<file path="src/rtl/memsys_pkg.sv">
// Shared encodings for the memory_system control sequencer: opcodes, register
// addresses, ALU ops, FSM states and the per-state control vector.
package memsys_pkg;

  localparam int unsigned INSTR_WIDTH    = 5;
  localparam int unsigned REG_ADDR_WIDTH = 3;
  localparam int unsigned STATE_WIDTH    = 5;
  localparam int unsigned SELOP_WIDTH    = 3;
  localparam int unsigned SHAMT_WIDTH    = 2;

  localparam logic [INSTR_WIDTH-1:0] OP_NOP       = 5'b00000;
  localparam logic [INSTR_WIDTH-1:0] OP_MOV_DPTR  = 5'b00001;
  localparam logic [INSTR_WIDTH-1:0] OP_MOV_A_IMM = 5'b00010;
  localparam logic [INSTR_WIDTH-1:0] OP_MOV_A_IND = 5'b00011;
  localparam logic [INSTR_WIDTH-1:0] OP_MOV_IND_A = 5'b00100;
  localparam logic [INSTR_WIDTH-1:0] OP_ADD_IMM   = 5'b00101;
  localparam logic [INSTR_WIDTH-1:0] OP_INC_DPTR  = 5'b00110;
  localparam logic [INSTR_WIDTH-1:0] OP_JZ        = 5'b00111;
  localparam logic [INSTR_WIDTH-1:0] OP_HALT      = 5'b11111;

  localparam logic [REG_ADDR_WIDTH-1:0] REG_PC   = 3'd0;
  localparam logic [REG_ADDR_WIDTH-1:0] REG_DPTR = 3'd2;
  localparam logic [REG_ADDR_WIDTH-1:0] REG_A    = 3'd3;
  localparam logic [REG_ADDR_WIDTH-1:0] REG_TEMP = 3'd4;
  localparam logic [REG_ADDR_WIDTH-1:0] REG_ACC  = 3'd5;

  localparam logic [SELOP_WIDTH-1:0] ALU_PASS = 3'b000;
  localparam logic [SELOP_WIDTH-1:0] ALU_ADD  = 3'b001;
  localparam logic [SELOP_WIDTH-1:0] ALU_INC  = 3'b110;

  typedef enum logic [STATE_WIDTH-1:0] {
    S_CLR         = 5'd0,
    S_IDLE        = 5'd1,
    S_F0          = 5'd2,
    S_F1          = 5'd3,
    S_F2          = 5'd4,
    S_DEC         = 5'd5,
    S_IM0         = 5'd6,
    S_IM1         = 5'd7,
    S_WB_DPTR     = 5'd8,
    S_WB_A        = 5'd9,
    S_WB_TEMP     = 5'd10,
    S_WB_PC       = 5'd11,
    S_ADD         = 5'd12,
    S_MAR_DPTR_RD = 5'd13,
    S_MDR_RD      = 5'd14,
    S_MAR_DPTR_WR = 5'd15,
    S_MEM_WR      = 5'd16,
    S_INC_DPTR    = 5'd17,
    S_HLT         = 5'd18
  } state_t;

  typedef struct packed {
    logic                      ir_sclr;
    logic                      mar_sclr;
    logic                      enaf;
    logic                      bank_wr_en;
    logic                      ir_en;
    logic                      mar_en;
    logic                      wr_rdn;
    logic                      mdr_alu_n;
    logic                      mdr_en;
    logic                      halted;
    logic [SELOP_WIDTH-1:0]    selop;
    logic [REG_ADDR_WIDTH-1:0] bus_b;
    logic [REG_ADDR_WIDTH-1:0] bus_c;
  } ctrl_t;

  // MAR <- register r (fetch address / DPTR indirection)
  function automatic ctrl_t ctrl_mar(input logic [REG_ADDR_WIDTH-1:0] r);
    ctrl_t c;
    c        = '0;
    c.mar_en = 1'b1;
    c.bus_b  = r;
    return c;
  endfunction

  // MDR <- M[PC] while PC increments through the ALU
  function automatic ctrl_t ctrl_fetch_data();
    ctrl_t c;
    c            = '0;
    c.mdr_en     = 1'b1;
    c.bank_wr_en = 1'b1;
    c.selop      = ALU_INC;
    c.bus_b      = REG_PC;
    c.bus_c      = REG_PC;
    return c;
  endfunction

  function automatic ctrl_t ctrl_wb(input logic [REG_ADDR_WIDTH-1:0] r);
    ctrl_t c;
    c            = '0;
    c.bank_wr_en = 1'b1;
    c.mdr_alu_n  = 1'b1;
    c.bus_c      = r;
    return c;
  endfunction

  function automatic ctrl_t ctrl_of(input state_t s);
    ctrl_t c;
    c = '0;
    case (s)
      S_CLR: begin
        c.ir_sclr  = 1'b1;
        c.mar_sclr = 1'b1;
      end
      S_F0, S_IM0:                  c = ctrl_mar(REG_PC);
      S_F1, S_IM1:                  c = ctrl_fetch_data();
      S_F2:                         c.ir_en = 1'b1;
      S_WB_DPTR:                    c = ctrl_wb(REG_DPTR);
      S_WB_A:                       c = ctrl_wb(REG_A);
      S_WB_TEMP:                    c = ctrl_wb(REG_TEMP);
      S_WB_PC:                      c = ctrl_wb(REG_PC);
      S_ADD: begin
        c.selop      = ALU_ADD;
        c.bus_b      = REG_A;
        c.bus_c      = REG_A;
        c.enaf       = 1'b1;
        c.bank_wr_en = 1'b1;
      end
      S_MAR_DPTR_RD, S_MAR_DPTR_WR: c = ctrl_mar(REG_DPTR);
      S_MDR_RD:                     c.mdr_en = 1'b1;
      S_MEM_WR: begin
        c.wr_rdn = 1'b1;
        c.bus_b  = REG_A;
      end
      S_INC_DPTR: begin
        c.selop      = ALU_INC;
        c.bus_b      = REG_DPTR;
        c.bus_c      = REG_DPTR;
        c.bank_wr_en = 1'b1;
        c.enaf       = 1'b1;
      end
      S_HLT:                        c.halted = 1'b1;
      default:                      c = '0;
    endcase
    return c;
  endfunction

endpackage

</file>
<file path="src/rtl/memsys_sequencer.sv">
// Fetch/decode/execute control FSM for memory_system. Every control line is a
// flop loaded from the decode of the next state, so outputs track state_m exactly.
module memsys_sequencer
  import memsys_pkg::*;
(
  input  logic                      clk,
  input  logic                      rst,
  input  logic                      run,
  input  logic [INSTR_WIDTH-1:0]    instruction,
  input  logic                      C,
  input  logic                      N,
  input  logic                      P,
  input  logic                      Z,
  output logic                      ir_sclr,
  output logic                      mar_sclr,
  output logic                      enaf,
  output logic                      bank_wr_en,
  output logic                      ir_en,
  output logic                      mar_en,
  output logic                      wr_rdn,
  output logic                      mdr_alu_n,
  output logic                      mdr_en,
  output logic [SELOP_WIDTH-1:0]    selop,
  output logic [SHAMT_WIDTH-1:0]    shamt,
  output logic [REG_ADDR_WIDTH-1:0] busB_addr,
  output logic [REG_ADDR_WIDTH-1:0] busC_addr,
  output logic                      halted,
  output logic                      illegal,
  output logic [STATE_WIDTH-1:0]    state_m
);

  state_t state;
  state_t next_state;
  state_t instr_end;
  ctrl_t  ctrl_q;
  logic   illegal_q;
  logic   illegal_nxt;

  // Only Z steers the sequence; the remaining flags are observed by software.
  logic unused_flags;
  assign unused_flags = ^{C, N, P};

  always_ff @(posedge clk) begin
    if (rst) begin
      state     <= S_CLR;
      ctrl_q    <= ctrl_of(S_CLR);
      illegal_q <= 1'b0;
    end else begin
      state     <= next_state;
      ctrl_q    <= ctrl_of(next_state);
      illegal_q <= illegal_nxt;
    end
  end

  always_comb begin
    next_state  = state;
    illegal_nxt = illegal_q;
    instr_end   = run ? S_F0 : S_IDLE;
    case (state)
      S_CLR:  next_state = S_IDLE;
      S_IDLE: if (run) next_state = S_F0;
      S_F0:   next_state = S_F1;
      S_F1:   next_state = S_F2;
      S_F2:   next_state = S_DEC;
      S_DEC: begin
        case (instruction)
          OP_NOP:                                    next_state = instr_end;
          OP_MOV_DPTR, OP_MOV_A_IMM, OP_ADD_IMM, OP_JZ: next_state = S_IM0;
          OP_MOV_A_IND:                              next_state = S_MAR_DPTR_RD;
          OP_MOV_IND_A:                              next_state = S_MAR_DPTR_WR;
          OP_INC_DPTR:                               next_state = S_INC_DPTR;
          OP_HALT:                                   next_state = S_HLT;
          default: begin
            next_state  = S_HLT;
            illegal_nxt = 1'b1;
          end
        endcase
      end
      S_IM0: next_state = S_IM1;
      // MDR now holds the immediate; IR still holds the opcode.
      S_IM1: begin
        case (instruction)
          OP_MOV_DPTR:  next_state = S_WB_DPTR;
          OP_MOV_A_IMM: next_state = S_WB_A;
          OP_ADD_IMM:   next_state = S_WB_TEMP;
          OP_JZ:        next_state = Z ? S_WB_PC : instr_end;
          default:      next_state = instr_end;
        endcase
      end
      S_WB_TEMP:     next_state = S_ADD;
      S_MAR_DPTR_RD: next_state = S_MDR_RD;
      S_MDR_RD:      next_state = S_WB_A;
      S_MAR_DPTR_WR: next_state = S_MEM_WR;
      S_WB_DPTR, S_WB_A, S_WB_PC, S_ADD, S_MEM_WR, S_INC_DPTR:
                     next_state = instr_end;
      S_HLT:         next_state = S_HLT;
      default:       next_state = S_CLR;
    endcase
  end

  assign ir_sclr    = ctrl_q.ir_sclr;
  assign mar_sclr   = ctrl_q.mar_sclr;
  assign enaf       = ctrl_q.enaf;
  assign bank_wr_en = ctrl_q.bank_wr_en;
  assign ir_en      = ctrl_q.ir_en;
  assign mar_en     = ctrl_q.mar_en;
  assign wr_rdn     = ctrl_q.wr_rdn;
  assign mdr_alu_n  = ctrl_q.mdr_alu_n;
  assign mdr_en     = ctrl_q.mdr_en;
  assign selop      = ctrl_q.selop;
  assign shamt      = '0;
  assign busB_addr  = ctrl_q.bus_b;
  assign busC_addr  = ctrl_q.bus_c;
  assign halted     = ctrl_q.halted;
  assign illegal    = illegal_q;
  assign state_m    = state;

endmodule

</file>
<file path="config.mk">
export PLATFORM = sky130hd
export DESIGN_NAME = memsys_sequencer
export DESIGN_NICKNAME = d
export VERILOG_FILES = /design/src/rtl/memsys_pkg.sv /design/src/rtl/memsys_sequencer.sv
export SDC_FILE = /design/constraint.sdc
export NUM_CORES = 1
export LEC_CHECK = 0
export CORE_MARGIN = 2
export CORE_UTILIZATION = 35
export CTS_CLUSTER_SIZE = 30
export DETAILED_ROUTE_END_ITERATION = 8
export RECOVER_POWER = 100
export SLEW_MARGIN = 10
export SYNTH_ARGS = -nofsm -noshare
export SYNTH_HDL_FRONTEND = slang
export SYNTH_SLANG_ARGS = --single-unit
</file>
<file path="constraint.sdc">
create_clock -name clk -period 3.2 [get_ports clk]
set_input_delay 0.64 -clock clk [delete_from_list [all_inputs] [get_ports clk]]
set_output_delay 0.64 -clock clk [all_outputs]
set_load 0.02 [all_outputs]
</file>
==> out/metrics.yaml <==
outcome:
  status: "complete, no violations"
timing:
  tightest_slew_ns: 0.607
  period_share: 0.875
  setup_ws_ns: 0.401
  finClkSkew_ns: 0.00405
  fmax_mhz: 357
  setup_viol: 0
  period_needed_ns: 2.80
  grt_setup_unrepaired: "no"
  finalHoldViolCount: 0
  slew_headroom: 0.592
  timing.final.max_slew_violations: 0
  setup-tns-final_ns: 0
critical_path:
  cp_max_fo: 9
  r2r_cells: 6
  crit_cells: 8
  worstSetupStartpointType: "primary input"
  crit_type: "primary input to flip-flop"
  worst_path_largest_cell_delay_ns: 0.65
  arrival_ns: 3.01
  critPathTopFamily: "simple AND/OR/NAND/NOR gates"
  cp-end-kind: "flip-flop"
  cpMaxStageDelayCell: "dlygate4sd3_1"
  crit_required_ns: 3.41
  cp_num_buf_inv: 2
  critical_path.cell_chain: "dlygate4sd3_1 > or4_1 > a31oi_1 > o32ai_1 > a211oi_4 > clkbuf_1 > nand2_1 > nor4_1"
yosys:
  synth_area_per_cell_um2: 8.22
  yosys.area_share.simple: 0.285
  synth-compound-area-share: 0.235
  yosys.cell_count.top_type: "dfxtp_1"
  synthFlopType: "dfxtp_1"
  synth_top_area_share: 0.360
  synth_xor_area_frac: 0.0215
  yosysSeqAreaShare: 0.360
  netlist_area_um2: 1220
  yosys.area.top_type: "dfxtp_1"
  synth_cells: 149
  synthTopCellsByArea: "dfxtp_1, nor2_1, a21oi_1"
  ys_ff_latch: 22
  synthTopCellsByCount: "dfxtp_1, nor2_1, a21oi_1"
  synth_mux_area_frac: 0.00817
  synth-edff-count: 0
  async_flop_share: 0
  synth_top_family_by_area: "simple AND/OR/NAND/NOR gates"
  yosys_warnings: 0
  synth_fa_ha_area_frac: 0
  synth_cell_types: 49
grt:
  grt_max_degree: 16
  antenna_found_initial: 0
  gr-total-overflow: 0
  grt_pass1_vias: 1067
  grt_usage: 0.147
  grt_pass1_wl_um: 4750
placed_design:
  pre_cts_slack_ns: 0.172
  place_congestion: 0.808
  numPortBuffers: 32
  hpwl_um: 2200
die:
  initial_core_util: 0.367
  num_rows: 21
  die_area_um2: 3990
  die_h_um: 63.2
  io_pins: 39
  die_x_um: 63.2
  core_um2: 3340
pwr:
  power.leakage_nw: 0.658
  power.density_nw_per_um2: 351
  ir_drop_mv: 0.142
hold_path:
  hold_path_depth: 1
  hold_class: "flip-flop to flip-flop"
drt:
  via_per_inst: 5.17
  wl_um: 2810
  drtAntennaViolNets: 0
  drt_pass1_iterations: 4
  wl_per_cell_um: 12.5
  route.vias.total: 1159
  drc_errors: 0
  dr.first_iter.drc_count: 24
clock_tree:
  post_cts_buffers: 0
  htree_levels: 1
  cts_tree: "done"
  post_cts_resized: 0
  numCtsBuffers: 3
  cts_max_path_buffers: 2
  root_buffer: "clkbuf_4"
  clk_pin_slew_ns: 0.11
  clk_latency_ns: 0.30
  ctsHoldBuffers: 0
  clock_sinks: 22
finish:
  final_nets: 191
  antenna_cells: 0
  area_delta_synth_final_pct: 30.2
  drive_gt1_frac: 0.0843
run:
  cap_violations: 0
==> cell usage in the layout, fill, tap and decap left out, drive strengths merged, types with 3 or more instances in the layout <==
| cell | n |
|---|---|
| conb | 3 |
| nor2 | 14 |
| nand2b | 4 |
| xnor2 | 3 |
| nand3b | 4 |
| clkbuf | 6 |
| dfxtp | 22 |
| nand2 | 8 |
| nand3 | 4 |
| clkdlybuf4s50 | 4 |
| o21ai | 8 |
| a31oi | 3 |
| buf | 4 |
| nor3 | 3 |
| dlygate4sd3 | 28 |
| a21oi | 10 |
| a211oi | 3 |
| or2 | 3 |
| inv | 5 |
| nor4 | 5 |
==> through the flow <==
step	cell area, µm²	hold WS [ns]	total power, mW	util	std cells
2_1_floorplan	1230	0.593	0.382	-	151
3_3_place_gp	1570	0.457	0.424	0.469	220
3_5_place_dp	1570	0.472	0.426	0.469	220
4_1_cts	1600	0.500	0.571	0.480	224
5_1_grt	1600	0.536	0.586	0.478	224
6_report	1600	0.487	0.560	0.478	224
==> kinds of logic (layout without fill, tap and decap cells) <==
family / count (synthesis) / after routing
and+or+nand+nor: 60 / 60
other: 1 / 3
buffers and inverters: 20 / 47
DFF: 22 / 22
muxes: 1 / 1
AOI/OAI and AO/OA: 42 / 42
xor gates and xnor gates: 3 / 3
==> report_power, final <==
part	total, mW	switching [mW]	internal [mW]
sequential	0.293	0.0108	0.282
clock	0.147	0.0777	0.0695
combinational	0.120	0.0666	0.0535
total	0.560	0.155	0.405
==> worst paths after layout <==
path                                      from         end  slack [ns]
worst min register to register         illegal     illegal        0.49
worst max register to register      state_m[3]  bank_wr_en        0.73
worst min-delay path                   illegal     illegal        0.49
worst max-delay path            instruction[0]       ir_en        0.40
==> worst register-to-register path: cells and delay by family (launching register included) <==
kind	cells	cell delay (ns)
AO/OA/AOI/OAI	2	0.51
flip-flops	1	0.56
AND/OR/NAND/NOR	4	1.29
==> area by class of cell <==
| type | instances | area (µm²) |
|---|---|---|
| sequential | 22 | 440 |
| inverter | 5 | 18.8 |
| tap | 46 | 57.6 |
| clock buffer | 4 | 36.3 |
| fill | 342 | 1740 |
| multi-input combinational | 109 | 684 |
| timing repair buffer | 38 | 358 |
==> state kept, by name (all words and copies together), names as in the netlist, 2 cells and up <==
register,count
busC_addr,3
selop,2
state_m,5
busB_addr,2
==> metal layers <==
| layer | vias to the layer above | track usage | wire, µm |
|---|---|---|---|
| met3 | 3 | 0.0196 | 79 |
| met5 | - | 0 | 0 |
| li1 | 594 | - | - |
| met1 | 530 | 0.192 | 1370 |
| met4 | 0 | 0.0639 | 25 |
| met2 | 32 | 0.242 | 1330 |
No activity file was read; power rests on OpenSTA's default activity.
